--- config.mk ---
export PLATFORM = sky130hd
export DESIGN_NAME = wb_arbiter
export DESIGN_NICKNAME = d
export VERILOG_FILES = /design/src/rtl/core_pkg.sv /design/src/rtl/wb_hold_slot.sv /design/src/rtl/wb_arbiter.sv
export SDC_FILE = /design/constraint.sdc
export NUM_CORES = 1
export LEC_CHECK = 0
export BUFFER_PORTS_ARGS = -buffer_cell sky130_fd_sc_hd__buf_2
export CORE_MARGIN = 2
export CORE_UTILIZATION = 40
export DETAILED_ROUTE_END_ITERATION = 7
export PLACE_DENSITY = 0.75
export SETUP_SLACK_MARGIN = 0.4
export SLEW_MARGIN = 20
export SYNTH_ARGS = -nofsm -noshare
export SYNTH_HDL_FRONTEND = slang
export SYNTH_SLANG_ARGS = --single-unit
--- constraint.sdc ---
create_clock -name clk -period 3.43 [get_ports clk]
set_clock_uncertainty 0.2 [all_clocks]
set_input_delay 0.686 -clock clk [delete_from_list [all_inputs] [get_ports clk]]
set_output_delay 0.686 -clock clk [all_outputs]
set_load 0.01 [all_outputs]
--- src/rtl/core_pkg.sv ---
// Shared writeback types and constants.
//   wb_req_t              : one register-file write request (file, register, data)
//   REG_ZERO              : general-register index that is hard-wired to zero
//   STARVE_LIMIT_DEFAULT  : default number of wait cycles before a held result is starved
//   is_greg_zero()        : true when a (file, register) pair names general r0
package core_pkg;

  localparam logic [4:0] REG_ZERO             = 5'd0;
  localparam int         STARVE_LIMIT_DEFAULT = 4;

  typedef struct packed {
    logic        fmode;
    logic [4:0]  rd;
    logic [31:0] data;
  } wb_req_t;

  function automatic logic is_greg_zero(input logic fmode, input logic [4:0] rd);
    return (fmode == 1'b0) && (rd == REG_ZERO);
  endfunction

endpackage

--- src/rtl/wb_hold_slot.sv ---
// One-entry holding register for a handshaked writeback source.
//   clk, rstn    : clock, asynchronous active-low reset
//   in_valid_i   : source offers a result
//   in_req_i     : offered result
//   grant_i      : arbiter writes the held entry this cycle
//   ready_o      : slot can take the offered result this cycle
//   hold_v_o     : entry is valid
//   hold_o       : held result
//   starved_o    : entry has waited at least STARVE_LIMIT cycles
module wb_hold_slot
  import core_pkg::*;
#(
  parameter int STARVE_LIMIT = STARVE_LIMIT_DEFAULT,
  parameter int CNT_W        = 3
) (
  input  logic    clk,
  input  logic    rstn,
  input  logic    in_valid_i,
  input  wb_req_t in_req_i,
  input  logic    grant_i,
  output logic    ready_o,
  output logic    hold_v_o,
  output wb_req_t hold_o,
  output logic    starved_o
);

  localparam logic [CNT_W-1:0] LIMIT = CNT_W'(STARVE_LIMIT);

  logic             hold_v_q, hold_v_d;
  logic [CNT_W-1:0] wait_q, wait_d;
  wb_req_t          hold_q;
  logic             accept;

  // A granted entry frees the slot in the same cycle, so a stream can
  // refill it back-to-back at one result per cycle.
  assign ready_o = ~hold_v_q | grant_i;
  assign accept  = in_valid_i & ready_o;

  always_comb begin
    hold_v_d = hold_v_q;
    wait_d   = wait_q;
    if (accept) begin
      hold_v_d = 1'b1;
      wait_d   = '0;
    end else if (grant_i) begin
      hold_v_d = 1'b0;
      wait_d   = '0;
    end else if (hold_v_q && (wait_q < LIMIT)) begin
      wait_d = wait_q + 1'b1;
    end
  end

  always_ff @(posedge clk or negedge rstn) begin
    if (!rstn) begin
      hold_v_q <= 1'b0;
      wait_q   <= '0;
    end else begin
      hold_v_q <= hold_v_d;
      wait_q   <= wait_d;
    end
  end

  // Payload is qualified by hold_v_q, so it needs no reset.
  always_ff @(posedge clk) begin
    if (accept) hold_q <= in_req_i;
  end

  assign hold_v_o  = hold_v_q;
  assign hold_o    = hold_q;
  assign starved_o = hold_v_q && (wait_q >= LIMIT);

endmodule

--- src/rtl/wb_arbiter.sv ---
// Writeback arbiter for the single register-file write port.
//   clk, rstn                    : clock, asynchronous active-low reset
//   alu_*                        : single-cycle ALU result, always accepted, top priority
//   mem_* / fpu_*                : handshaked load-unit / FPU results (valid/ready)
//   wenable, wfmode, wreg, wdata : register-file write port
//   stall_req                    : a held result is starved; upstream must bubble the ALU
//   pend_fmode, pend_reg         : hazard query from decode
//   pend_hit                     : a held result targets the queried register
module wb_arbiter
  import core_pkg::*;
#(
  parameter int STARVE_LIMIT = STARVE_LIMIT_DEFAULT,
  parameter int CNT_W        = 3
) (
  input  logic        clk,
  input  logic        rstn,
  input  logic        alu_valid,
  input  logic        alu_fmode,
  input  logic [4:0]  alu_reg,
  input  logic [31:0] alu_data,
  input  logic        mem_valid,
  output logic        mem_ready,
  input  logic        mem_fmode,
  input  logic [4:0]  mem_reg,
  input  logic [31:0] mem_data,
  input  logic        fpu_valid,
  output logic        fpu_ready,
  input  logic        fpu_fmode,
  input  logic [4:0]  fpu_reg,
  input  logic [31:0] fpu_data,
  output logic        wenable,
  output logic        wfmode,
  output logic [4:0]  wreg,
  output logic [31:0] wdata,
  output logic        stall_req,
  input  logic        pend_fmode,
  input  logic [4:0]  pend_reg,
  output logic        pend_hit
);

  wb_req_t alu_req, mem_req, fpu_req, mem_hold, fpu_hold, win;
  logic    mem_hv, fpu_hv, mem_starved, fpu_starved;
  logic    g_alu, g_mem, g_fpu, has_grant;

  assign alu_req = '{alu_fmode, alu_reg, alu_data};
  assign mem_req = '{mem_fmode, mem_reg, mem_data};
  assign fpu_req = '{fpu_fmode, fpu_reg, fpu_data};

  wb_hold_slot #(.STARVE_LIMIT(STARVE_LIMIT), .CNT_W(CNT_W)) u_mem_slot (
    .clk        (clk),
    .rstn       (rstn),
    .in_valid_i (mem_valid),
    .in_req_i   (mem_req),
    .grant_i    (g_mem),
    .ready_o    (mem_ready),
    .hold_v_o   (mem_hv),
    .hold_o     (mem_hold),
    .starved_o  (mem_starved)
  );

  wb_hold_slot #(.STARVE_LIMIT(STARVE_LIMIT), .CNT_W(CNT_W)) u_fpu_slot (
    .clk        (clk),
    .rstn       (rstn),
    .in_valid_i (fpu_valid),
    .in_req_i   (fpu_req),
    .grant_i    (g_fpu),
    .ready_o    (fpu_ready),
    .hold_v_o   (fpu_hv),
    .hold_o     (fpu_hold),
    .starved_o  (fpu_starved)
  );

  // The ALU is masked during reset so the write port stays quiet.
  // A starved FPU entry jumps ahead of a waiting load; otherwise loads go first.
  assign g_alu     = alu_valid & rstn;
  assign g_fpu     = ~g_alu & fpu_hv & (fpu_starved | ~mem_hv);
  assign g_mem     = ~g_alu & mem_hv & ~(fpu_hv & fpu_starved);
  assign has_grant = g_alu | g_mem | g_fpu;

  always_comb begin
    win = '0;
    if (g_alu)      win = alu_req;
    else if (g_fpu) win = fpu_hold;
    else if (g_mem) win = mem_hold;
  end

  // A grant to general r0 is consumed but never reaches the register file.
  assign wenable = has_grant && !is_greg_zero(win.fmode, win.rd);
  assign wfmode  = win.fmode;
  assign wreg    = win.rd;
  assign wdata   = win.data;

  assign stall_req = mem_starved | fpu_starved;

  function automatic logic slot_hit(input logic v, input wb_req_t h,
                                    input logic f, input logic [4:0] r);
    return v && (h.fmode == f) && (h.rd == r);
  endfunction

  // Entries being written this cycle still report a hit; decode picks the
  // value up from register-file forwarding a cycle later.
  assign pend_hit = !is_greg_zero(pend_fmode, pend_reg) &&
                    (slot_hit(mem_hv, mem_hold, pend_fmode, pend_reg) ||
                     slot_hit(fpu_hv, fpu_hold, pend_fmode, pend_reg));

endmodule
==> impl_metrics.env <==
export IMPL_status="completed"
export IMPL_viasPerCell=5.228
export IMPL_max_freq_mhz=347.1
export IMPL_syn_num_nets=372
export IMPL_preCtsSetupSlack_ns=0.3676
export IMPL_rows=34
export IMPL_drc=0
export IMPL_num_fill_cells=770
export IMPL_total_power_mw=3.203
export IMPL_slowest_delay_ns=0.51
export IMPL_rsz0062_at_grt="no"
export IMPL_drt_iter0_drc=263
export IMPL_antenna_found_initial=1
export IMPL_cts_max_path_buffers=2
export IMPL_fp_coreArea_mm2=0.008721
export IMPL_setup_viol=0
export IMPL_grt_max_degree=34
export IMPL_critPathMaxFanout=18
export IMPL_p_leak_nw=2.148
export IMPL_grt_pass1_vias=2912
export IMPL_r2r_cells=4
export IMPL_chipWidth_um=98.83
export IMPL_ios=168
export IMPL_hold_violations=0
export IMPL_ys_flop_type="edfxtp_1"
export IMPL_cap_violations=0
export IMPL_clock_sinks=84
export IMPL_worstPathRequired_ns=2.54
export IMPL_grt_pass1_wl_mm=14.30
export IMPL_hold_end="u_mem_slot.hold_o[35]$_DFFE_PP_"
export IMPL_h_tree_depth=3
export IMPL_initial_core_util_pct=41.25
export IMPL_powerDensity_mw_per_mm2=668.4
export IMPL_ys_async_sr_fraction_pct=9.524
export IMPL_final_seq_area_mm2=0.002486
export IMPL_setup_tns_final_ns=0
export IMPL_synth_cell_types=36
export IMPL_gp_congestion=0.7903
export IMPL_ys_seq_area_share_pct=69.01
export IMPL_irDropWorstVdd_mv=0.4274
export IMPL_reg2reg_slack_ns=1.31
export IMPL_ys_ff_latch=84
export IMPL_syn_area_per_cell_um2=14.68
export IMPL_worst_pin_slew_ns=0.5012
export IMPL_yosysWarningCount=0
export IMPL_first_pass_iters=6
export IMPL_worstSetupPathType="flop to output port"
export IMPL_antenna_left=0
export IMPL_routed_wl_mm=9.123
export IMPL_detailed_place_hpwl_mm=6.842
export IMPL_drive_gt1_share_pct=48.95
export IMPL_clk_pin_slew_worst_paths_ns=0.09
export IMPL_start_kind="flop"
export IMPL_wl_per_cell_um=17.05
export IMPL_syn_instance_count=245
export IMPL_multi_input_area_um2=890.9
export IMPL_path_cells="inv_1, nor3_4, buf_4, a221o_2, nor2_1, nand2_1, buf_2"
export IMPL_netlist_area_mm2=0.003597
export IMPL_critPathCaptureType="output port"
export IMPL_post_route_min_period_ns=2.881
export IMPL_hold_depth=1
export IMPL_cp_arrival_ns=1.99
export IMPL_dieArea_mm2=0.009767
export IMPL_numPortBuffers=167
export IMPL_synth_edf_count=76
export IMPL_period_share_pct=83.99
export IMPL_overflow=0
export IMPL_setup_slack_ns=0.5492
export IMPL_num_antenna_cells=0
export IMPL_cts_tree="built"
export IMPL_clock_latency_ns=0.34
export IMPL_cts_root_buffer="clkbuf_8"
export IMPL_nets=549
export IMPL_die_h_um=98.83
export IMPL_hold_class="input pin to flop"
export IMPL_critPathSlowestCell="dfrtp_2"
export IMPL_maxSlewViolCount=0
export IMPL_area_growth_synth_to_final_pct=33.22
export IMPL_globalRouteTotalUtil_pct=19.07
export IMPL_numCtsBuffers=9
export IMPL_relSlewSlack_pct=66.59
export IMPL_min_from="mem_reg[3]"
export IMPL_crit_reg2reg_launch="u_mem_slot.hold_v_o$_DFFE_PN0P_"
export IMPL_r2r_end="u_fpu_slot.hold_o[1]$_DFFE_PP_"
export IMPL_vias=2797
-- cell usage in the layout (no fill, tap or decap), types with 2 or more instances in the layout --
cell          n
dfrtp_2       3
and3_1        2
nand3_1       2
clkbuf_8      9
nor2_1       15
a222oi_1     30
clkinvlp_4    2
nand2b_1      3
xnor2_1       5
buf_2       167
ha_1          2
inv_1        31
o21ai_0       4
a22oi_1       3
buf_4         9
a221o_2       2
and2_2        3
xor2_1        9
dfrtp_1       5
nand2_1       6
edfxtp_1     76
buf_12        3
a21oi_1       9
a32oi_1       4
nor4_1        3
a31oi_1       2
-- cell families (layout without fill, tap and decap cells) --
logic type      Yosys count  after routing  synth area share, %
compound gates           56             56                13.32
simple gates             42             42                6.574
flops                    84             84                69.01
mux                       2              2               0.5913
fa+ha+maj                 2              2               0.6955
buf+inv                  45            227                6.400
xor+xnor                 14             14                3.409
-- worst max path at each step --
stage                     depth (start not counted)                            start                        endpoint  slack (ns)
after global routing                              7  u_fpu_slot.hold_v_o$_DFFE_PN0P_                         wenable        0.43
after global placement                            8                             rstn                         wenable        0.41
after floorplan                                   4                        alu_valid  u_mem_slot.hold_o[0]$_DFFE_PP_        0.47
after CTS                                         7  u_mem_slot.hold_v_o$_DFFE_PN0P_                         wenable        0.42
after detailed placement                          8                             rstn                         wenable        0.37
final                                             7  u_fpu_slot.hold_v_o$_DFFE_PN0P_                         wenable        0.55
-- synth_stat cells (4+ instances only) --
| master | n | share of area [%] |
|---|---|---|
| o21ai_0 | 4 | 0.56 |
| buf_6 | 6 | 1.9 |
| inv_1 | 31 | 3.2 |
| xnor2_1 | 5 | 1.2 |
| nor2_1 | 16 | 1.7 |
| nand2_1 | 6 | 0.63 |
| xor2_1 | 9 | 2.2 |
| a222oi_1 | 30 | 8.3 |
| a21oi_1 | 9 | 1.3 |
| a32oi_1 | 4 | 0.97 |
| edfxtp_1 | 76 | 63 |
| dfrtp_1 | 8 | 5.6 |
-- area by class of cell --
type | count | area share [%]
clock buffers | 10 | 2.663
clock inverters | 6 | 1.305
inverters | 31 | 2.428
multi-input cells | 116 | 18.59
flip-flops and latches | 84 | 51.88
well taps | 108 | 2.820
repair buffers | 180 | 20.31
-- report_power, final --
part | total [mW] | switching [mW] | internal [mW]
clock network | 0.679 | 0.344 | 0.336
logic | 1.10 | 0.613 | 0.483
registers | 1.43 | 0.105 | 1.32
-- what timing repair did --
item | CTS | global route
hold buffers | 1 | 0
resized for setup | 1 | 3
endpoints found under the setup margin | 1 | 11
buffers inserted | 0 | 3
hold endpoints to repair | 8 | 0
cloned | 0 | 0
-- per-layer routing --
metal	up-vias	GRT usage, %	part of all wire [%]
met3	13	6.525	9.8
met1	1326	23.06	36
met5	-	0	0.077
met4	2	7.271	1.6
li1	1311	-	-
met2	145	31.60	52
-- metrics by stage --
| stage | hold WS (ns) | std cells | cell area, um2 | util (%) |
|---|---|---|---|---|
| after floorplan | 0.1904 | 245 | 3597 | - |
| after global placement | 0.3334 | 515 | 4564 | 52.34 |
| after detailed placement | 0.3417 | 515 | 4564 | 52.34 |
| after CTS | 0.2929 | 532 | 4766 | 54.65 |
| after global routing | 0.2834 | 535 | 4792 | 54.95 |
| final | 0.3106 | 535 | 4792 | 54.95 |
-- registers in the layout, indices dropped and copies added, names as in the netlist --
signal / cells
u_mem_slot.wait_q: 3
u_fpu_slot.hold_o: 38
u_fpu_slot.hold_v_o: 1
u_fpu_slot.wait_q: 3
u_mem_slot.hold_v_o: 1
u_mem_slot.hold_o: 38
-- worst max-delay path: cells and delay by family, from the launching register on --
kind,cells,cell delay (ns)
and+or+nand+nor,3,0.25
DFF,1,0.51
AOI/OAI and AO/OA,1,0.36
buffers and inverters,3,0.55
No activity file was read; power rests on OpenSTA's default activity.
